`config.mk`:
```
export PLATFORM = sky130hd
export DESIGN_NAME = ss_scan_driver
export DESIGN_NICKNAME = d
export VERILOG_FILES = /design/src/rtl/ss_pkg.sv /design/src/rtl/ss_hex_decoder.sv /design/src/rtl/ss_scan_driver.sv
export SDC_FILE = /design/constraint.sdc
export NUM_CORES = 1
export LEC_CHECK = 0
export ABC_AREA = 1
export CAP_MARGIN = 20
export CORE_MARGIN = 5
export CORE_UTILIZATION = 51
export CTS_CLUSTER_DIAMETER = 80
export DETAILED_ROUTE_END_ITERATION = 10
export PLACE_DENSITY = 0.82
export SYNTH_ARGS = -nofsm -noshare
export SYNTH_HDL_FRONTEND = slang
export SYNTH_SLANG_ARGS = --single-unit
```
`constraint.sdc`:
```
create_clock -name clock -period 1.6 [get_ports clock]
set_input_delay 0.24 -clock clock [delete_from_list [all_inputs] [get_ports clock]]
set_output_delay 0.24 -clock clock [all_outputs]
set_load 0.005 [all_outputs]
```
`src/rtl/ss_pkg.sv`:
```
// rtl/ss_pkg.sv - shared types, segment patterns and hex-to-segment function for the scan driver
package ss_pkg;

  typedef logic [3:0] nibble_t;
  typedef logic [6:0] seg_t;   // active-low {a,b,c,d,e,f,g}, MSB = a

  localparam seg_t SEG_BLANK = 7'b1111111;

  localparam seg_t SEG_0 = 7'b0000001;
  localparam seg_t SEG_1 = 7'b1001111;
  localparam seg_t SEG_2 = 7'b0010010;
  localparam seg_t SEG_3 = 7'b0000110;
  localparam seg_t SEG_4 = 7'b1001100;
  localparam seg_t SEG_5 = 7'b0100100;
  localparam seg_t SEG_6 = 7'b0100000;
  localparam seg_t SEG_7 = 7'b0001111;
  localparam seg_t SEG_8 = 7'b0000000;
  localparam seg_t SEG_9 = 7'b0000100;
  localparam seg_t SEG_A = 7'b0001000;
  localparam seg_t SEG_B = 7'b1100000;
  localparam seg_t SEG_C = 7'b0110001;
  localparam seg_t SEG_D = 7'b1000010;
  localparam seg_t SEG_E = 7'b0110000;
  localparam seg_t SEG_F = 7'b0111000;

  function automatic seg_t hex_to_seg(input nibble_t h);
    case (h)
      4'h0: return SEG_0;
      4'h1: return SEG_1;
      4'h2: return SEG_2;
      4'h3: return SEG_3;
      4'h4: return SEG_4;
      4'h5: return SEG_5;
      4'h6: return SEG_6;
      4'h7: return SEG_7;
      4'h8: return SEG_8;
      4'h9: return SEG_9;
      4'hA: return SEG_A;
      4'hB: return SEG_B;
      4'hC: return SEG_C;
      4'hD: return SEG_D;
      4'hE: return SEG_E;
      default: return SEG_F;
    endcase
  endfunction

endpackage

```
`src/rtl/ss_hex_decoder.sv`:
```
// rtl/ss_hex_decoder.sv - combinational hex nibble to active-low 7-segment decoder
module ss_hex_decoder
  import ss_pkg::*;
(
  input  logic [3:0] hex,
  output logic [6:0] seg_n
);

  // pure lookup, no state
  assign seg_n = hex_to_seg(hex);

endmodule

```
`src/rtl/ss_scan_driver.sv`:
```
// rtl/ss_scan_driver.sv - multiplexed 7-seg scan driver; define SS_LEADING_ZERO_BLANK_EN for leading-zero blanking
module ss_scan_driver
  import ss_pkg::*;
#(
  parameter int NUM_DIGITS   = 4,
  parameter int SLOT_CYCLES  = 200000,
  parameter int GUARD_CYCLES = 2
) (
  input  logic                    clock,
  input  logic                    reset_n,
  input  logic [4*NUM_DIGITS-1:0] digits_in,
  input  logic [NUM_DIGITS-1:0]   dp_in,
  input  logic                    load,
  output logic [6:0]              seg_n,
  output logic                    dp_n,
  output logic [NUM_DIGITS-1:0]   an_n,
  output logic                    frame_done,
  output logic                    update_ack
);

  localparam int CW = $clog2(SLOT_CYCLES);
  localparam int IW = $clog2(NUM_DIGITS);
  localparam logic [CW-1:0] CNT_LAST = CW'(SLOT_CYCLES - 1);
  localparam logic [CW-1:0] CNT_GUARD = CW'(GUARD_CYCLES);
  localparam logic [IW-1:0] IDX_LAST = IW'(NUM_DIGITS - 1);

  logic [CW-1:0]           cnt;
  logic [IW-1:0]           idx;
  logic [4*NUM_DIGITS-1:0] pend_digits, shadow_digits;
  logic [NUM_DIGITS-1:0]   pend_dp, shadow_dp;
  logic                    pend_valid;
  logic                    slot_end, frame_end;
  logic [3:0]              cur_nib;
  logic [6:0]              dec_seg;
  logic [NUM_DIGITS-1:0]   anodes;
  logic                    blank;

  assign slot_end   = (cnt == CNT_LAST);
  assign frame_end  = slot_end && (idx == IDX_LAST);
  assign frame_done = frame_end;
  assign update_ack = frame_end && (pend_valid || load);

  // slot counter and digit index; index advances once per slot
  always_ff @(posedge clock or negedge reset_n) begin
    if (!reset_n) begin
      cnt <= '0;
      idx <= '0;
    end else if (slot_end) begin
      cnt <= '0;
      idx <= (idx == IDX_LAST) ? '0 : idx + IW'(1);
    end else begin
      cnt <= cnt + CW'(1);
    end
  end

  // pending capture and frame-boundary commit; a load in the wrap cycle bypasses pending
  always_ff @(posedge clock or negedge reset_n) begin
    if (!reset_n) begin
      pend_digits   <= '0;
      pend_dp       <= '0;
      pend_valid    <= 1'b0;
      shadow_digits <= '0;
      shadow_dp     <= '0;
    end else begin
      if (load) begin
        pend_digits <= digits_in;
        pend_dp     <= dp_in;
        pend_valid  <= 1'b1;
      end
      if (frame_end) begin
        if (load) begin
          shadow_digits <= digits_in;
          shadow_dp     <= dp_in;
        end else if (pend_valid) begin
          shadow_digits <= pend_digits;
          shadow_dp     <= pend_dp;
        end
        pend_valid <= 1'b0;
      end
    end
  end

  assign cur_nib = shadow_digits[{idx, 2'b00} +: 4];

  ss_hex_decoder u_dec (
    .hex   (cur_nib),
    .seg_n (dec_seg)
  );

`ifdef SS_LEADING_ZERO_BLANK_EN
  logic upper_zero;

  // blank when this and every higher digit is zero, except digit 0 or a lit dp
  always_comb begin
    upper_zero = 1'b1;
    for (int j = 0; j < NUM_DIGITS; j++) begin
      if (j >= int'(idx) && shadow_digits[4*j +: 4] != 4'h0) upper_zero = 1'b0;
    end
    blank = upper_zero && (idx != '0) && !shadow_dp[idx];
  end
`else
  assign blank = 1'b0;
`endif

  // anode select: all off during the guard window, else only the current digit
  always_comb begin
    anodes = '1;
    if (cnt >= CNT_GUARD) anodes[idx] = 1'b0;
  end

  // registered display outputs, one cycle behind counter/index
  always_ff @(posedge clock or negedge reset_n) begin
    if (!reset_n) begin
      seg_n <= SEG_BLANK;
      dp_n  <= 1'b1;
      an_n  <= '1;
    end else begin
      seg_n <= blank ? SEG_BLANK : dec_seg;
      dp_n  <= ~shadow_dp[idx];
      an_n  <= anodes;
    end
  end

endmodule
```
==> reports/qor.yml <==
yosys:
  synth_cells: 414
  synthFlopType: "dfrtp_1"
  avgSynthCellArea_um2: 8.44
  synthesis.area_um2: 3490
  ys_seq_area_share_pct: 52.7
  ys_seq_elements: 73
  async_flop_share_pct: 100
  synth_nets: 449
  synth.top_cell.area_share_pct: 43.7
  yosys-top-cells-area: "dfrtp_1, nand2_1, dfstp_2"
  yosysMostFrequentCell: "nand2_1"
  ys_top_cells_by_count: "nand2_1, dfrtp_1, nand3_1"
  synth.distinct_cells: 31
  ys.warnings.count: 0
  synth_top_cell_by_area: "dfrtp_1"
  synth_edf_count: 0
place:
  globalplace.congestion: 0.901
  dp_hpwl_um: 5950
  io_buffer_count: 36
clock_tree:
  cts_tree: "yes"
  cts_buffers: 9
  clkTransAtPathRegs_ns: 0.08
  cts_sinks: 73
  insertion_delay_ns: 0.35
  cts-root-buf: "clkbuf_8"
  clockBufferDepth: 2
  h-tree-depth: 3
route:
  viasPerCell: 5.30
  wl_per_cell_um: 15.9
  ant_nets: 0
  drc: 0
  wirelength_um: 9470
  first_iter_violations: 222
  first_pass_iters: 4
  dr_total_vias: 3163
final_layout:
  num-nets-final: 547
  syn_to_final_growth_pct: 35.7
  diodes: 0
  drive_above_1_share_pct: 25.3
  final_core_util_pct: 70.6
  n_fill_cell: 485
global_routing:
  grt_pass1_wl_um: 14100
  grt_usage_pct: 20.8
  grt_pass1_vias: 3008
  grt_max_degree: 37
  antenna_found_initial: 0
  grt_overflow: 0
timing:
  max_freq_mhz: 552
  slew_viol_final: 0
  finalCriticalPeriod_ns: 1.81
  fin_skew_ns: 0.00971
  hold_slack_ns: 0.379
  layout_setup_ws_ns: -0.211
  post-route-period-util_pct: 113
  slew-limit-headroom_pct: 67.5
  setup_viol: 29
  rsz0062_at_grt: "yes"
  hold_viol: 0
  worst_pin_slew_ns: 0.488
power_and_ir_drop:
  vdd_drop_max_mv: 0.975
  power.density_nw_per_um2: 739
  total_power_mw: 3.50
  power_leakage_nw: 2.39
setup_path:
  crit_chain: "ha_4 -> nand3_4 -> nor2_8 -> buf_6 -> nand3_4 -> nor2_4 -> buf_2"
  worst-setup-path-type: "reg2out"
  slowest_stage: "dfrtp_1"
  arrival_ns: 1.57
  crit_fanout: 2
  cpLargestDelayFamily: "simple AND/OR/NAND/NOR gates"
  cpPeakStageDelay_ns: 0.40
  cp_num_buf_inv: 2
  cp_data_required_time_ns: 1.36
  cp-end-kind: "output port"
  cpMostUsedCell: "nand3_4"
  crit_path_start_kind: "flop"
floorplan:
  coreArea_um2: 6720
  die_area_um2: 8600
  dieWidth_um: 92.8
  num_rows: 30
  start_util_pct: 52.0
  die_h_um: 92.8
  num_io_pins: 37
run:
  cap_violations: 0
run_status:
  status: "finished with violations"
  violations: "setup timing"
hold_path:
  hold_path_class: "in2async"
through the flow:
step / cell area, um2 / instances / TNS (ns) / setup slack (ns)
after floorplan: 3490 / 414 / 0 / 0.0481
after global placement: 4280 / 567 / -0.862 / -0.205
after detailed placement: 4280 / 567 / -1.65 / -0.207
after CTS: 4550 / 590 / -0.352 / -0.195
after global routing: 4740 / 597 / -4.35 / -0.304
final: 4740 / 597 / -2.11 / -0.211
cells in the final DEF (no fill, tap or decap), types with 2 or more instances in the layout:
cell type        count
clkbuf_1             2
dlygate4sd2_1       10
ha_1                 9
dfstp_2             12
inv_1               23
clkbuf_16            2
nand3_2              7
dlymetal6s2s_1       2
o21ai_1              2
nor3_2               2
nor2_2               5
o21ai_0              7
dfrtp_1             61
nor3_1               2
nand3_1             31
xor2_1               9
nor4_1               3
ha_2                 2
inv_2                6
buf_2                3
buf_12               4
nand4_1              5
clkdlybuf4s50_1     21
nor2_4               3
clkbuf_8             9
nand3_4              3
clkinv_2             2
a21oi_1              4
buf_4               49
clkinvlp_4           2
buf_6                5
nor2_1              26
nand2_2             10
xnor2_1              4
nand2_1            160
path summary, 6_finish.rpt:
kind,startpoint,end,slack (ns),cells after the start
min in group clock,digits_in[5],pend_digits[5],0.45,3
worst max register to register,cnt[0],shadow_digits[10],-0.11,11
worst max-delay path,cnt[0],frame_done,-0.21,7
max in group asynchronous,reset_n,seg_n[5],0.61,3
worst min register to register,pend_digits[3],pend_digits[3],0.47,2
worst min-delay path,reset_n,cnt[14],0.38,2
final cells by class:
class	count	area [um2]	share of cell area [%]
Clock buffer	11	131	2.77
Clock inverter	5	56.3	1.19
Inverter	29	109	2.30
Multi-Input combinational cell	301	1590	33.6
Sequential cell	73	1840	38.8
Tap cell	80	100	2.11
Timing Repair Buffer	97	902	19.0
Timing Repair inverter	1	7.51	0.158
cell families (layout without fill, tap and decap cells):
logic type               Yosys count  after routing  synth area share [%]
flip-flops                        73             73                  52.7
AND/OR/NAND/NOR                  261            261                  32.3
XOR/XNOR                          13             13                  3.26
adder cells (fa/ha/maj)           12             12                  4.30
AO/OA/AOI/OAI                     15             15                  2.33
buffers and inverters             40            143                  5.05
power breakdown:
group / switching [mW] / internal (mW)
combinational: 0.103 / 0.0842
clock: 0.695 / 0.719
sequential: 0.0142 / 1.89
total: 0.812 / 2.69
per-layer routing:
metal,wire length [um],part of all wire (%),vias up,GRT usage [%]
li1,-,-,1497,-
met2,4960,52,114,36.6
met5,0,0,-,0
met3,518,5.5,31,4.06
met1,3680,39,1521,25.1
met4,308,3.3,0,7.81
sequential cells by signal, summed over array words and instances, names as in the netlist:
register / count
seg_n: 7
shadow_digits: 16
pend_valid: 1
cnt: 18
shadow_dp: 4
pend_dp: 4
pend_digits: 16
dp_n: 1
an_n: 4
idx: 2
timing repair:
item,in CTS,in global routing
gates resized for setup,30,31
buffers inserted,6,6
hold endpoints to repair,9,0
hold buffers,1,0
cloned,0,4
setup endpoints to repair,16,37
pin swaps,7,12
(Power assumes the default switching activity.)
